===== config.mk =====
export PLATFORM = sky130hd
export DESIGN_NAME = iob_cache_back_end_arbiter
export DESIGN_NICKNAME = d
export VERILOG_FILES = /design/src/rtl/iob_cache_back_end_arbiter.sv
export SDC_FILE = /design/constraint.sdc
export NUM_CORES = 1
export LEC_CHECK = 0
export ABC_AREA = 1
export BUFFER_PORTS_ARGS = -buffer_cell sky130_fd_sc_hd__clkbuf_2
export CAP_MARGIN = 5
export CORE_AREA = 2 2 96 98
export CTS_CLUSTER_DIAMETER = 60
export DETAILED_ROUTE_END_ITERATION = 8
export DIE_AREA = 0 0 98 100
export GPL_TIMING_DRIVEN = 0
export SLEW_MARGIN = 10
export SYNTH_ARGS = -nofsm -noshare
export SYNTH_HDL_FRONTEND = slang
export SYNTH_SLANG_ARGS = --single-unit

===== constraint.sdc =====
create_clock -name clk_i -period 3.9 [get_ports clk_i]
set_input_delay 0.78 -clock clk_i [delete_from_list [all_inputs] [get_ports clk_i]]
set_output_delay 0.78 -clock clk_i [all_outputs]
set_load 0.05 [all_outputs]

===== src/rtl/iob_cache_back_end_arbiter.sv =====
// Back-end port arbiter: fixed write priority with a bounded write streak, refill lock held until released.
// Optional watchdog on stalled back-end requests enabled by defining IOB_CACHE_BE_ARB_WDOG_EN.
module iob_cache_back_end_arbiter #(
    parameter int ADDR_W    = 32,
    parameter int DATA_W    = 32,
    parameter int W_STREAK  = 4,
    parameter int TIMEOUT_W = 8
) (
    input  logic                clk_i,
    input  logic                arst_n_i,
    input  logic                w_valid_i,
    input  logic [ADDR_W-1:0]   w_addr_i,
    input  logic [DATA_W-1:0]   w_wdata_i,
    input  logic [DATA_W/8-1:0] w_wstrb_i,
    output logic                w_ack_o,
    input  logic                r_valid_i,
    input  logic                r_lock_i,
    input  logic [ADDR_W-1:0]   r_addr_i,
    output logic                r_ack_o,
    output logic [DATA_W-1:0]   r_rdata_o,
    output logic                be_valid_o,
    output logic [ADDR_W-1:0]   be_addr_o,
    output logic [DATA_W-1:0]   be_wdata_o,
    output logic [DATA_W/8-1:0] be_wstrb_o,
    input  logic                be_ack_i,
    input  logic [DATA_W-1:0]   be_rdata_i,
    output logic                err_o,
    output logic [1:0]          dbg_state_o,
    output logic [3:0]          dbg_streak_o
);

    // Handshake: a requester holds valid until its ack; the back end acks one word per
    // cycle with be_ack_i, and the ack is forwarded only to the channel owning the port.

    if (W_STREAK < 1 || W_STREAK > 15 || TIMEOUT_W < 2) begin : g_param_check
        $error("iob_cache_back_end_arbiter: W_STREAK must be 1..15 and TIMEOUT_W >= 2");
    end

    typedef enum logic [1:0] {
        IDLE  = 2'd0,
        WRITE = 2'd1,
        READ  = 2'd2
    } state_t;

    localparam logic [3:0] STREAK_MAX = 4'(W_STREAK);

    state_t     r_state;
    state_t     w_next;
    logic [3:0] r_streak;
    logic       w_streak_full;

    assign w_streak_full = (r_streak == STREAK_MAX);
    assign r_rdata_o     = be_rdata_i;
    assign dbg_state_o   = r_state;
    assign dbg_streak_o  = r_streak;

    always_ff @(posedge clk_i or negedge arst_n_i) begin
        if (!arst_n_i) begin
            r_state <= IDLE;
        end else begin
            r_state <= w_next;
        end
    end

    always_comb begin
        w_next     = r_state;
        be_valid_o = 1'b0;
        be_addr_o  = '0;
        be_wdata_o = '0;
        be_wstrb_o = '0;
        w_ack_o    = 1'b0;
        r_ack_o    = 1'b0;
        case (r_state)
            IDLE: begin
                if (w_valid_i && !(r_valid_i && w_streak_full)) begin
                    w_next = WRITE;
                end else if (r_valid_i) begin
                    w_next = READ;
                end
            end
            WRITE: begin
                be_valid_o = w_valid_i;
                be_addr_o  = w_addr_i;
                be_wdata_o = w_wdata_i;
                be_wstrb_o = w_wstrb_i;
                w_ack_o    = be_ack_i;
                if (be_ack_i) begin
                    w_next = IDLE;
                end
            end
            READ: begin
                be_valid_o = r_valid_i;
                be_addr_o  = r_addr_i;
                r_ack_o    = be_ack_i;
                // The lock keeps the grant across gaps between refill words.
                if (!r_lock_i && !r_valid_i) begin
                    w_next = IDLE;
                end
            end
            default: w_next = IDLE;
        endcase
    end

    // Counts write grants taken while a read waits; saturates at W_STREAK.
    always_ff @(posedge clk_i or negedge arst_n_i) begin
        if (!arst_n_i) begin
            r_streak <= '0;
        end else if (r_state == IDLE) begin
            if (!r_valid_i || w_next == READ) begin
                r_streak <= '0;
            end else if (w_next == WRITE && !w_streak_full) begin
                r_streak <= r_streak + 4'd1;
            end
        end
    end

`ifdef IOB_CACHE_BE_ARB_WDOG_EN
    localparam logic [TIMEOUT_W-1:0] WDOG_MAX = '1;

    logic [TIMEOUT_W-1:0] r_wdog;
    logic [TIMEOUT_W-1:0] w_wdog_next;
    logic                 r_err;

    always_comb begin
        w_wdog_next = r_wdog;
        if (r_state == IDLE || be_ack_i) begin
            w_wdog_next = '0;
        end else if (be_valid_o && r_wdog != WDOG_MAX) begin
            w_wdog_next = r_wdog + 1'b1;
        end
    end

    always_ff @(posedge clk_i or negedge arst_n_i) begin
        if (!arst_n_i) begin
            r_wdog <= '0;
            r_err  <= 1'b0;
        end else begin
            r_wdog <= w_wdog_next;
            if (w_wdog_next == WDOG_MAX) begin
                r_err <= 1'b1;
            end
        end
    end

    assign err_o = r_err;
`else
    assign err_o = 1'b0;
`endif

endmodule


# [Word-level counts from Yosys, hierarchy flattened]
# Index checks and enable logic that the tools add are counted.
[op_classes] reduce_logical=12 muxes=13 eq_ne=5 add_sub_neg=1
[op_table] cell="$pmux 32 s2" n=1
[op_table] cell="$mux 32" n=1
[op_table] cell="$mux 4" n=3
[op_table] cell="$mux 2" n=4
[op_table] cell="$pmux 2 s3" n=1
[op_table] cell="$add 4x1->4 const B" n=1
[op_table] cell="$eq 2x1->1 const B" n=2
[op_table] cell="$eq 2x2->1 const B" n=2
[op_table] cell="$eq 4x3->1 const B" n=1
[op_table] cell="$logic_and 1x1->1" n=4
[op_table] cell="$logic_not 1->1" n=4
[op_table] cell="$logic_not 2->1" n=1
[op_table] cell="$mux 1" n=2
[op_table] cell="$pmux 1 s2" n=1
[op_table] cell="$reduce_and 2->1" n=1
[op_table] cell="$reduce_bool 2->1" n=1
[op_table] cell="$logic_or 1x1->1" n=1
[totals] word_cells=33 output_inout_bits=110 inputBits=138 register_bits=6

# [Depth between registers and ports, before layout]
# Gate-level depths: netlist of the first run.
[logic_depth] word_depth=10 ltp_mapped=13 mapped_depth_nobuf=13

# [Least setup slack after synthesis of the first run]
# No wires, ideal clock.
[synth_timing] path_type="reg-to-output" start="reg r_state[0], in the netlist dbg_state_o[0]" end="out be_valid_o" path_slack_ps=934 path_stages_with_launch=6 path_buffers=2 t_required_ps=3120 arrival_time_ps=2186 cell_sequence="dfrtp_1 -> ha_1 -> buf_2 -> clkbuf_1 -> nand2_1 -> a21oi_1"
[synth_between] elab_chain_cells=2 elab_cells_between_ends=3 cone_classes="2 x eq/ne; 1 x mux"
[synth_rtl] element="start: declaration" line="47" rtl="state_t r_state;"
[synth_rtl] element="start signal: assignment" line="61" rtl="r_state <= w_next;"
[synth_rtl] element="$eq 2x2->1 / $eq 2x1->1 (equally long branches)" line="73" rtl="case (r_state)"
[synth_rtl] element="$pmux 1 s2 (*)" line="73"
[synth_rtl] element="end: declaration" line="21" rtl="output logic be_valid_o,"
# Every way passes the cells marked *; elsewhere a longest branch is shown, timed or not.

# [Worst setup path after layout of the first run]
[layout_timing] start="reg r_state[1], in the netlist dbg_state_o[1]" end="out be_addr_o[17]"
[layout_between] elab_chain_cells=2 elab_cells_between_ends=3 cone_classes="2 x eq/ne; 1 x mux"
[layout_rtl] element="$eq 2x2->1 / $eq 2x1->1 (equally long branches)" line="73"
[layout_rtl] element="$pmux 32 s2 (*)" line="73"
[layout_rtl] element="end: declaration" line="22" rtl="output logic [ADDR_W-1:0] be_addr_o,"
# Marked as above.

==> results of run 1 <==
cell families (layout without fill, tap and decap cells):
kind of cell,count (synthesis),after routing,share of synthesized area (%)
simple gates,140,140,38.1
buf+inv,99,316,33.5
compound gates,35,35,12.0
fa+ha+maj,6,6,4.98
flops,6,6,9.97
xor+xnor,2,2,1.16
other cells,1,1,0.249
power by group:
group | internal [mW] | switching (mW)
combinational | 0.443 | 1.63
clock | 0.0661 | 0.0247
sequential | 0.0816 | 0.0322
total | 0.591 | 1.69
worst max-delay path, stage by stage, from the launching register on:
cell and delay (ns):
sky130_fd_sc_hd__dfrtp_1 0.45, sky130_fd_sc_hd__inv_1 0.11, sky130_fd_sc_hd__ha_1 0.14, sky130_fd_sc_hd__buf_2 0.21, sky130_fd_sc_hd__clkbuf_1 0.42, sky130_fd_sc_hd__nand2_1 0.09, sky130_fd_sc_hd__a21oi_1 0.16, sky130_fd_sc_hd__clkbuf_2 0.30
synth_stat cells:
cell                       count  share of area [%]
sky130_fd_sc_hd__dfrtp_1       6                 10
sky130_fd_sc_hd__nand2_2       4                1.7
sky130_fd_sc_hd__clkinv_1      1               0.25
sky130_fd_sc_hd__conb_1        1               0.25
sky130_fd_sc_hd__nor2_2        2               0.83
sky130_fd_sc_hd__buf_1         3               0.75
sky130_fd_sc_hd__nand4_1       5                2.1
sky130_fd_sc_hd__a21oi_1      33                 11
sky130_fd_sc_hd__clkbuf_1     10                2.5
sky130_fd_sc_hd__buf_4        33                 16
sky130_fd_sc_hd__nand3_2       3                2.0
sky130_fd_sc_hd__o21a_1        1               0.50
sky130_fd_sc_hd__nor2_1        1               0.25
sky130_fd_sc_hd__nand2_1     123                 31
sky130_fd_sc_hd__buf_2         1               0.33
sky130_fd_sc_hd__nand3_1       2               0.66
sky130_fd_sc_hd__xor2_1        2                1.2
sky130_fd_sc_hd__buf_6         1               0.75
sky130_fd_sc_hd__inv_1        50                 12
sky130_fd_sc_hd__ha_1          6                5.0
sky130_fd_sc_hd__a21oi_2       1               0.58
flip-flops by register name, summed over array words and instances, names as in the netlist:
signal and count:
dbg_streak_o 4, dbg_state_o 2
metrics by stage:
step	instance area, sq um	std cells	power [mW]
detailed placement	2720	614	2.21
global placement	2720	614	2.19
finish	2760	617	2.28
global route	2760	617	2.45
CTS	2760	617	2.31
floorplan	1510	289	1.72
cell type report:
type,instances,area [sq um],share of cell area (%)
buffer,48,313,11.3
multi-input combinational,184,852,30.9
clock buffer,3,41.3,1.50
sequential,6,150,5.44
inverter,51,191,6.94
timing repair buffer,214,1070,38.8
tap,111,139,5.04
worst paths after layout:
| kind | from | to | slack [ns] |
|---|---|---|---|
| min in group clk_i | dbg_streak_o[3]$_DFFE_PN0P_ | dbg_streak_o[3]$_DFFE_PN0P_ | 0.51 |
| worst max-delay path | dbg_state_o[1]$_DFF_PN0_ | be_addr_o[17] | 1.01 |
| worst min-delay path | arst_n_i | dbg_streak_o[1]$_DFFE_PN0P_ | 0.38 |
| max in group asynchronous | arst_n_i | dbg_state_o[0]$_DFF_PN0_ | 3.38 |
| worst max register to register | dbg_state_o[0]$_DFF_PN0_ | dbg_streak_o[1]$_DFFE_PN0P_ | 2.10 |
| worst min register to register | dbg_streak_o[3]$_DFFE_PN0P_ | dbg_streak_o[3]$_DFFE_PN0P_ | 0.51 |
cells in the final DEF (no fill, tap or decap), types with 3 or more instances in the layout:
| cell | n |
|---|---|
| sky130_fd_sc_hd__a21oi_1 | 33 |
| sky130_fd_sc_hd__buf_1 | 3 |
| sky130_fd_sc_hd__buf_4 | 33 |
| sky130_fd_sc_hd__clkbuf_1 | 10 |
| sky130_fd_sc_hd__clkbuf_2 | 214 |
| sky130_fd_sc_hd__clkbuf_8 | 3 |
| sky130_fd_sc_hd__dfrtp_1 | 6 |
| sky130_fd_sc_hd__ha_1 | 6 |
| sky130_fd_sc_hd__inv_1 | 50 |
| sky130_fd_sc_hd__nand2_1 | 123 |
| sky130_fd_sc_hd__nand2_2 | 4 |
| sky130_fd_sc_hd__nand3_2 | 3 |
| sky130_fd_sc_hd__nand4_1 | 5 |
metal layers:
metal	global-route usage [%]	routed length, microns
met5	0	0
met4	2.35	64
met3	0.975	388
met2	19.5	3200
met1	14.7	2520
==> results, run 1 <==
- Along the worst path, the maximum fanout reaches 10.
- IR analysis of the VDD net gives a maximum drop of 0.363 mV.
- The number of antenna diodes in the final layout is 0.
- The total negative slack for setup checks is 0 ns.
- The clock reaches the later pin of the worst-skew pair after 0.22 ns.
- The number of design rule violations left after detail routing is 0.
- After detailed routing, the total wire length is 6180 microns.
- The number of buffers added by the clock tree synthesis step is 3.
- The clock sink total is 6.
- The number of setup buffers added after CTS is 0.
- The count of mapped cells out of synthesis is 289.
- The number of hold buffers added after cts is 0.
- In this run the standard cell core region covers 8890 sq um.
- The total of max-cap violations is 0.
- The wire length of the first global-routing pass is 9160 microns.
- The count of warnings emitted by yosys is 0.
- Setup repair after global routing left no endpoint under its margin.
- The post-synth net total is 433.
- Counting along the longest clock path gives a buffer depth of 2.
- The floorplan die area is 9800 sq um.
- For this design the static power due to leakage is 1.92 nW.
- The worst min-delay path category is input port to async pin.
- The clock tree from TritonCTS is built.
- The number of cells upsized or downsized after cts is 0.
- The share of the clock period used by the worst path after layout is 74.1%.
- The die is 98 microns wide.
- Static timing analysis puts the maximum clock frequency at 346 MHz.
- Once routing completed, OpenROAD measured the worst setup slack at 1.01 ns.
- The number of vias per cell is 3.81.
- Row generation in the floorplan step produced 35 rows.
- The average instance in the mapped netlist occupies 5.21 sq um.
- The height of the die is 100 microns.
- The initial utilization of the core area, before any placement, comes to 16.9%.
- The data arrival time of the critical path is 2.11 ns.
- The type of destination of the critical path is an output port.
- In this run the remaining antenna-violating nets after routing total 0.
- The flip-flop and latch count after synthesis is 6.
- The count of cells along the worst register-to-register path is 13.
- Across all hold checks on the routed design, the worst slack comes to 0.378 ns.
- The post-layout utilization of the core is 31.0%.
- The via count of the routed design is 2350.
- The total of endpoints with negative setup slack in the final report is 0.
- After layout, the minimum clock period comes to 2.89 ns.
- The depth of the CTS H-tree is 1.
- The wire-length estimate of the detail-placed layout is 5610 microns.
- The share of the Yosys chip area taken by registers is 9.97%.
- STA classifies the critical path startpoint as a register.
- Entering global routing, the biggest net connects 11 pins.
- The synthesized netlist occupies a cell area of 1510 sq um.
- The share of final-layout standard cells stronger than drive strength 1 is 51.8%.
- The number of buffer cells added on primary ports is 214.
- The final-report max-slew violation count came to 0.
- The worst setup path is of the register to output port kind.
- 248 I/O pins were placed.
- The power per cell area is 826 nW/um^2.
- In the final routed layout, each cell accounts on average for 10.0 microns.
- At the end of the flow, the number of nets in the layout was 652.
- The layout overhead on the synthesized area is 83.1%.
- The initial antenna violation count came to 0.
- At the worst endpoint, the required time is 3.12 ns.
- Before CTS, the worst setup slack after placement is 1.17 ns.
- The final-report hold violation count was 0.
- The cell chosen for the clock root is sky130_fd_sc_hd__clkbuf_8.
- The routability-driven placement congestion ratio is 0.749.
- The register clock-pin slew on the reported worst setup and hold paths is 0.03 ns.
- Global routing finished with a remaining overflow of 0.
- Fill cells in the final layout number 1014.
- The clock arrives with 0.000304 ns of skew.
- The overall fraction of global-route tracks in use is 11.0%.
- The detailed router's first-iteration violation count is 38.
- The number of global-route vias before repair was 2020.
- The first TritonRoute pass finished after 4 iterations.
- The run finished with clean final reports.
- Counting distinct cell types in the post-synthesis netlist gives 21.
No activity file was read; power rests on OpenSTA's default activity.
==> run 2: changes to the inputs <==
--- a/config.mk
+++ b/config.mk
@@ -8,10 +8,10 @@
 export ABC_AREA = 1
 export BUFFER_PORTS_ARGS = -buffer_cell sky130_fd_sc_hd__clkbuf_2
 export CAP_MARGIN = 5
-export CORE_AREA = 2 2 96 98
+export CORE_AREA = 2 2 97 99
 export CTS_CLUSTER_DIAMETER = 60
 export DETAILED_ROUTE_END_ITERATION = 8
-export DIE_AREA = 0 0 98 100
+export DIE_AREA = 0 0 99 101
 export GPL_TIMING_DRIVEN = 0
 export SLEW_MARGIN = 10
 export SYNTH_ARGS = -nofsm -noshare
==> constraint.sdc (replaced) <==
create_clock -name clk_i -period 2.4 [get_ports clk_i]
set_input_delay 0.48 -clock clk_i [delete_from_list [all_inputs] [get_ports clk_i]]
set_output_delay 0.48 -clock clk_i [all_outputs]
set_load 0.05 [all_outputs]
==> run 2 against run 1 <==
Against the previous run: core utilization is 0.71 points higher; sequential share of layout area is 0.13 points lower; via count is 0.30% lower; non-clock buffer count is 1 lower; largest cell class unchanged; largest power group unchanged.
==> results, run 2 (synthesis gave the netlist of run 1 again) <==
- The flow ran to the end, and the final reports show no timing, DRC or antenna violations.
- The clock sink total is 6.
- Dividing the detail-routed wire length by the instance count gives 10.1 microns.
- The setup check on the worst reg-to-reg path leaves a slack of 0.54 ns.
- The element type at the critical path start is a register.
- For the worst-skew pair, the clock arrives at the later sink with an insertion delay of 0.22 ns.
- In the final layout, the share of cells above drive strength 1 is 55.6%.
- For this run the aggregate overflow at the end of global routing stands at 0.
- The detailed router finished its first iteration with 48 violations.
- The share of the clock period used by the worst path after layout is 95.6%.
- For this configuration, the core starts out at a cell density of 16.8%.
- Max-cap violations in this run came to 0.
- The top cell types in the final layout, fill and taps aside, are sky130_fd_sc_hd__clkbuf_2 (195), sky130_fd_sc_hd__nand2_1 (123), sky130_fd_sc_hd__inv_1 (49).
- The height of the die is 101 microns.
- The number of antenna diodes in the final layout is 0.
- The cell chosen for the clock root is sky130_fd_sc_hd__clkbuf_8.
- The kind of cell with the highest combined delay along the critical path is buffers and inverters.
- The routed layout has 2343 vias.
- Of all nets on the critical path, the largest fanout is 17.
- Traced cell by cell, the critical path runs through inv_1, ha_1, buf_6, clkbuf_4, nand2_1, a21oi_1, buf_2.
- In this run the standard cell core region covers 8980 sq um.
- Based on the critical path, the design can be clocked at up to 436 MHz.
- The register clock-pin slew on the reported worst setup and hold paths is 0.04 ns.
- Across every metal layer, demand over resource in global routing totals 10.5%.
- The tightest hold path in the finished design has a slack of 0.0811 ns.
- Setup violations remaining at the end of the flow were counted as 0.
- The power per cell area is 1360 nW/um^2.
- The register with the most flip-flops in the layout has 4 of them.
- Together, buffers and inverters on the worst path number 4.
- Buffers placed on the I/O ports in this run total 214.
- The type of destination of the critical path is an output port.
- For the worst setup path, the data arrival time is 1.81 ns.
- The number of vias per cell is 3.80.
- Among all stages on the critical path, the largest delay is contributed by sky130_fd_sc_hd__dfrtp_1.
- Across the routed clock network, the largest skew measured is 0.00280 ns.
- The worst path needs 2.29 ns of the cycle, external delays included.
- The number of buffers added by the clock tree synthesis step is 3.
- Counting cells, the worst reg-to-reg path comes to 13.
- The final-report max-slew violation count was 0.
- The largest net degree at the start of global routing is 18.
- The critical path class is register to output port.
- The maximum clock path buffer count is 2.
- The first global-routing pass estimated 8760 microns of wire.
- The count of TritonRoute iterations in the first routing pass is 4.
- The initial antenna violation count is 0.
- The area growth from synthesis to layout is 89.1%.
- The delay of the slowest critical-path stage is 0.45 ns.
- The startpoint identified for the worst register-to-register timing path is dbg_state_o[0]$_DFF_PN0_.
- For this run, the post-layout net count is 651.
- The worst min-delay path category is input port to async pin.
- The half-perimeter wire length after placement is 5520 microns.
- The terminus of the critical flop-to-flop path is dbg_streak_o[1]$_DFFE_PN0P_.
- The most common cell after layout, fill and taps aside is sky130_fd_sc_hd__clkbuf_2.
- Across the VDD grid, the largest voltage drop is 0.569 mV.
- The number of rows in the core area is 35.
- The final-report hold violation count is 0.
- In this run the post-CTS setup repair buffer count came out at 0.
- The critical path data required time is 1.92 ns.
- From left edge to right edge, the die measures 99 microns.
- The total I/O pin count is 248.
- The number of nets with antenna violations after routing is 0.
- TritonCTS built the clock tree.
- The routability-driven placement congestion ratio is 0.773.
- The static leakage power is 1.97 nW.
- The post-layout utilization of the core is 31.7%.
- The depth of the CTS H-tree is 1.
- The floorplan die area is 10000 sq um.
- The total wire length is 6220 microns.
- For the final routed database, the setup TNS stands at 0 ns.
- The number of global-route vias before repair is 1973.
- Setup repair after global routing could not meet its margin everywhere.
- The number of design rule violations left after detail routing is 0.
[run 2: metal layers]
metal  routed length, microns  up-vias  GRT usage, %
li1                         -     1254             -
met1                     2510      991          12.9
met2                     3180       96          19.2
met3                      505        2          2.50
met4                       18        0         0.948
met5                        0        -             0
[run 2: metrics by stage]
| stage | instances | worst slack (ns) | cell area, sq um | power [mW] |
|---|---|---|---|---|
| 4_1_cts | 616 | 0.00263 | 2800 | 3.83 |
| 5_1_grt | 616 | -0.00890 | 2850 | 4.15 |
| 2_1_floorplan | 289 | -0.264 | 1530 | 2.83 |
| 3_3_place_gp | 614 | -0.0177 | 2740 | 3.61 |
| 6_report | 616 | 0.106 | 2850 | 3.88 |
| 3_5_place_dp | 614 | -0.0411 | 2740 | 3.62 |
[run 2: where the power goes]
| part | switching, mW | internal, mW |
|---|---|---|
| Sequential | 0.0525 | 0.134 |
| Clock | 0.0409 | 0.108 |
| Combinational | 2.68 | 0.858 |
[run 2: worst max path at each step]
stage	cells after the start	slack (ns)	endpoint	start
2_1_floorplan	5	-0.26	be_addr_o[21]	dbg_state_o[0]$_DFF_PN0_
3_3_place_gp	7	-0.02	be_addr_o[17]	dbg_state_o[1]$_DFF_PN0_
3_5_place_dp	7	-0.04	be_addr_o[17]	dbg_state_o[1]$_DFF_PN0_
4_1_cts	7	0.003	be_addr_o[14]	dbg_state_o[0]$_DFF_PN0_
5_1_grt	7	-0.009	be_addr_o[23]	dbg_state_o[0]$_DFF_PN0_
6_report	7	0.11	be_addr_o[14]	dbg_state_o[0]$_DFF_PN0_
[run 2: cell type report]
type                       count  area, sq um
timing repair buffer         214         1110
clock buffer                   3         41.3
multi-input combinational    184          871
sequential                     6          151
buffer                        47          347
inverter                      51          191
tap                          111          139
fill                         975         6130
[run 2: worst register-to-register path, delay by kind of cell (launching register included)]
family	cells	cell delay [ns]
buf+inv	2	0.26
simple gates	10	0.83
flops	1	0.45
fa+ha+maj	1	0.22
[run 2: repair_timing]
action	4_1_cts	5_1_grt
resized for setup	17	48
hold endpoints to repair	0	0
pin swaps	0	0
hold buffers	0	0
endpoints found under the setup margin	68	53
==> run 3: changes to the inputs <==
--- a/config.mk
+++ b/config.mk
@@ -6,12 +6,12 @@
 export NUM_CORES = 1
 export LEC_CHECK = 0
 export ABC_AREA = 1
-export BUFFER_PORTS_ARGS = -buffer_cell sky130_fd_sc_hd__clkbuf_2
 export CAP_MARGIN = 5
-export CORE_AREA = 2 2 97 99
+export CORE_AREA = 2 2 96 98
 export CTS_CLUSTER_DIAMETER = 60
 export DETAILED_ROUTE_END_ITERATION = 8
-export DIE_AREA = 0 0 99 101
+export DIE_AREA = 0 0 98 100
+export DONT_BUFFER_PORTS = 1
 export GPL_TIMING_DRIVEN = 0
 export SLEW_MARGIN = 10
 export SYNTH_ARGS = -nofsm -noshare
==> run 3 against run 2 <==
Against the previous run: sequential share of layout area grew 1.2 points; highest routed layer unchanged; critical path type unchanged; maximum frequency is 2.1% lower; final area down 14%; non-clock buffer count down 206; core utilization decreased by 4.3 points; critical endpoint is now be_addr_o[0].
==> results, run 3 (synthesis gave the netlist of run 1 again) <==
- Net switching is 69.9% of the power.
- The first TritonRoute pass finished after 4 iterations.
- TritonCTS built the clock tree.
- The switching power of the nets is 3.31 mW.
- The share of total power dissipated in combinational logic is 90.1%.
- After detailed placement, the design holds a cell count of 400.
- The largest fanout of any net on the critical path is 6.
- The initial utilization of the core area, before any placement, comes to 16.9%.
- The cell internal power dissipation is 1.43 mW.
- In the routed layout, each cell is associated on average with a via count of 4.32.
- The proportion of power drawn by the clock network is 3.1%.
- The detailed router finished its first iteration with 42 violations.
- The normalized max-slew margin is 59.2%.
- The element type at the critical path start is a register.
- Global routing consumed, over all layers together, 10.1% of the routing resources.
- Summed over all nets, the half-perimeter wirelength after detailed placement is 4400 microns.
- The post-route netlist has 46.5% of its cells at a drive strength greater than 1.
- Leaving out fill and tap cells, the most frequent cell in the layout is sky130_fd_sc_hd__nand2_1.
- From synthesis to final layout, the design area changed by 61.7%.
- The worst setup path is captured at an output port.
- The maximum resistive drop on vdd is 0.515 mV.
- In this run the count of I/O pins placed on the die edge is 248.
- The via count of the routed design is 1772.
- At the end of the flow, the number of nets in the layout was 445.
- The data arrival time of the critical path is 1.86 ns.
- After floorplanning, the core was sized to cover 8890 sq um.
- The first global-routing pass estimated 7980 microns of wire.
- In the routed design, unresolved DRC markers number 0.
- Walking the worst path, the cells encountered are inv_4, ha_4, clkinvlp_4, buf_12, buf_4, a21oi_4.
- The share of the clock period used by the worst path after layout is 97.6%.
- The clock latency at the later pin of the worst-skew pair is 0.22 ns.
- The depth of the CTS H-tree is 1.
- The count of buffers added on input and output ports is 0.
- From left edge to right edge, the die measures 98 microns.
- The flip-flop count of the largest register after layout is 4.
- The static leakage power is 0.880 nW.
- In this run the clock root is driven by a sky130_fd_sc_hd__clkbuf_8.
- The sum of buffers and inverters on the critical path is 4.
- The number of nets with antenna violations after routing is 0.
- Per report_power, the sequential group accounts for 6.8% of the total.
- Setup violations remaining at the end of the flow were counted as 0.
- The largest net degree at the start of global routing is 11.
- Leaving out filler cells and counting taps, the final layout contains 410.
- The maximum clock path buffer count is 2.
- The initial antenna violation count is 0.
- The flow ran to the end, and the final reports show no timing, DRC or antenna violations.
- The power per cell area is 1950 nW/um^2.
- Setup repair after global routing left no endpoint under its margin.
- The final-report hold violation count was 0.
- The final-report max-slew violation count is 0.
- The slowest stage of the critical path is the sky130_fd_sc_hd__dfrtp_4 cell.
- Summed over all failing endpoints, the final setup total negative slack is 0 ns.
- The pin slew with the least headroom to its limit is 0.613 ns.
- The library cells used most frequently in the layout, excluding fill and tap cells, are sky130_fd_sc_hd__nand2_1 (121), sky130_fd_sc_hd__buf_4 (35), sky130_fd_sc_hd__a21oi_4 (33).
- The die covers 9800 sq um.
- From bottom edge to top edge, the die measures 100 microns.
- Across the run, the number of max-cap violations was 0.
- The average wire per standard cell is 14.5 microns.
- The critical path class is register to output port.
- Summed over all layers, the global routing overflow is 0.
- The clock sink total is 6.
- At the worst endpoint, the required time is 1.92 ns.
- The antenna diode count is 0.
- The family with the most delay on the worst path is flip-flops.
- The number of global-route vias before repair is 1572.
- The register clock-pin slew on the reported worst setup and hold paths is 0.03 ns.
- The number of clock buffers added by TritonCTS is 3.
- The shortest clock period the worst path allows after layout is 2.34 ns.
- The number of rows in the core area is 35.
- The congestion estimate from routability-driven global placement came to 0.832.
- Wires add up to 5950 microns.
- Derived from the worst setup path, the maximum achievable clock frequency is 427 MHz.
- For this run, the slowest stage of the critical path takes 0.56 ns.
- The clock skew is 0.00249 ns.
- The worst min-delay path category is input port to register.
- The worst hold margin is 0.515 ns.
==> run 3: cell types whose count changed in the layout (fill, tap and decap cells not counted), moves of 4 or more <==
cell                         before  now
sky130_fd_sc_hd__clkbuf_2       195    2
sky130_fd_sc_hd__a21oi_4          0   33
sky130_fd_sc_hd__inv_1           49   17
sky130_fd_sc_hd__clkinvlp_4       0   31
sky130_fd_sc_hd__a21oi_1         28    0
sky130_fd_sc_hd__clkbuf_4        20    0
sky130_fd_sc_hd__buf_2            8    2
sky130_fd_sc_hd__buf_6            1    7
sky130_fd_sc_hd__a21oi_2          6    1
sky130_fd_sc_hd__buf_12           0    4
==> run 3: timing repair <==
| action | in CTS | in global routing |
|---|---|---|
| pin swaps | 23 | 8 |
| hold endpoints to repair | 6 | 0 |
| hold buffers | 1 | 0 |
| gates resized for setup | 122 | 37 |
| gates cloned | 0 | 4 |
| buffers inserted | 1 | 1 |
| endpoints found under the setup margin | 71 | 44 |
==> run 3: stage by stage <==
| stage | total power [mW] | cell area [sq um] | utilization [%] | worst slack (ns) |
|---|---|---|---|---|
| 2_1_floorplan | 2.83 | 1530 | - | -0.264 |
| 3_3_place_gp | 3.11 | 1660 | 18.7 | -0.659 |
| 3_5_place_dp | 3.15 | 1660 | 18.7 | -0.657 |
| 4_1_cts | 4.20 | 2250 | 25.3 | -0.0365 |
| 5_1_grt | 4.97 | 2440 | 27.4 | 0.000898 |
| 6_report | 4.74 | 2440 | 27.4 | 0.0566 |
==> run 3: area by class of cell <==
class | count | area [sq um]
inverter | 51 | 313
fill | 972 | 6450
timing repair buffer | 7 | 100
multi-input combinational | 184 | 1250
tap | 111 | 139
buffer | 48 | 432
clock buffer | 3 | 41.3
sequential | 6 | 158
==> run 3: power groups by stage <==
stage	registers, mW	logic [mW]	clock network (mW)
finish	0.321	4.27	0.147
global route	0.331	4.49	0.156
CTS	0.310	3.74	0.150
detailed placement	0.298	2.85	0
global placement	0.296	2.81	0
floorplan	0.279	2.55	0
==> run 3: worst paths after layout <==
check | start | endpoint | slack [ns] | cells past startpoint
setup / recovery | dbg_state_o[1]$_DFF_PN0_ | be_addr_o[0] | 0.06 | 6
hold / removal | r_valid_i | dbg_streak_o[3]$_DFFE_PN0P_ | 0.52 | 4
setup reg to reg | dbg_streak_o[0]$_DFFE_PN0P_ | dbg_streak_o[1]$_DFFE_PN0P_ | 0.43 | 12
hold reg to reg | dbg_streak_o[3]$_DFFE_PN0P_ | dbg_streak_o[3]$_DFFE_PN0P_ | 0.79 | 2
max in group asynchronous | arst_n_i | dbg_state_o[1]$_DFF_PN0_ | 1.60 | 1
min in group asynchronous | arst_n_i | dbg_streak_o[3]$_DFFE_PN0P_ | 0.57 | 1
==> run 3: routing by layer <==
metal  wire length, microns  track usage [%]  vias up
met1                   2410             13.5      817
met3                    523             2.51        6
met2                   2980             17.1      106
met5                      0                0        -
met4                     39             1.39        0
li1                       -                -      843
==> run 3: worst reg2reg max path, delay by kind of cell, from the launching register on <==
family                   cells  cell delay [ns]
flip-flops                   1             0.69
adder cells (fa/ha/maj)      1             0.25
buffers and inverters        1             0.13
AND/OR/NAND/NOR             10             0.79
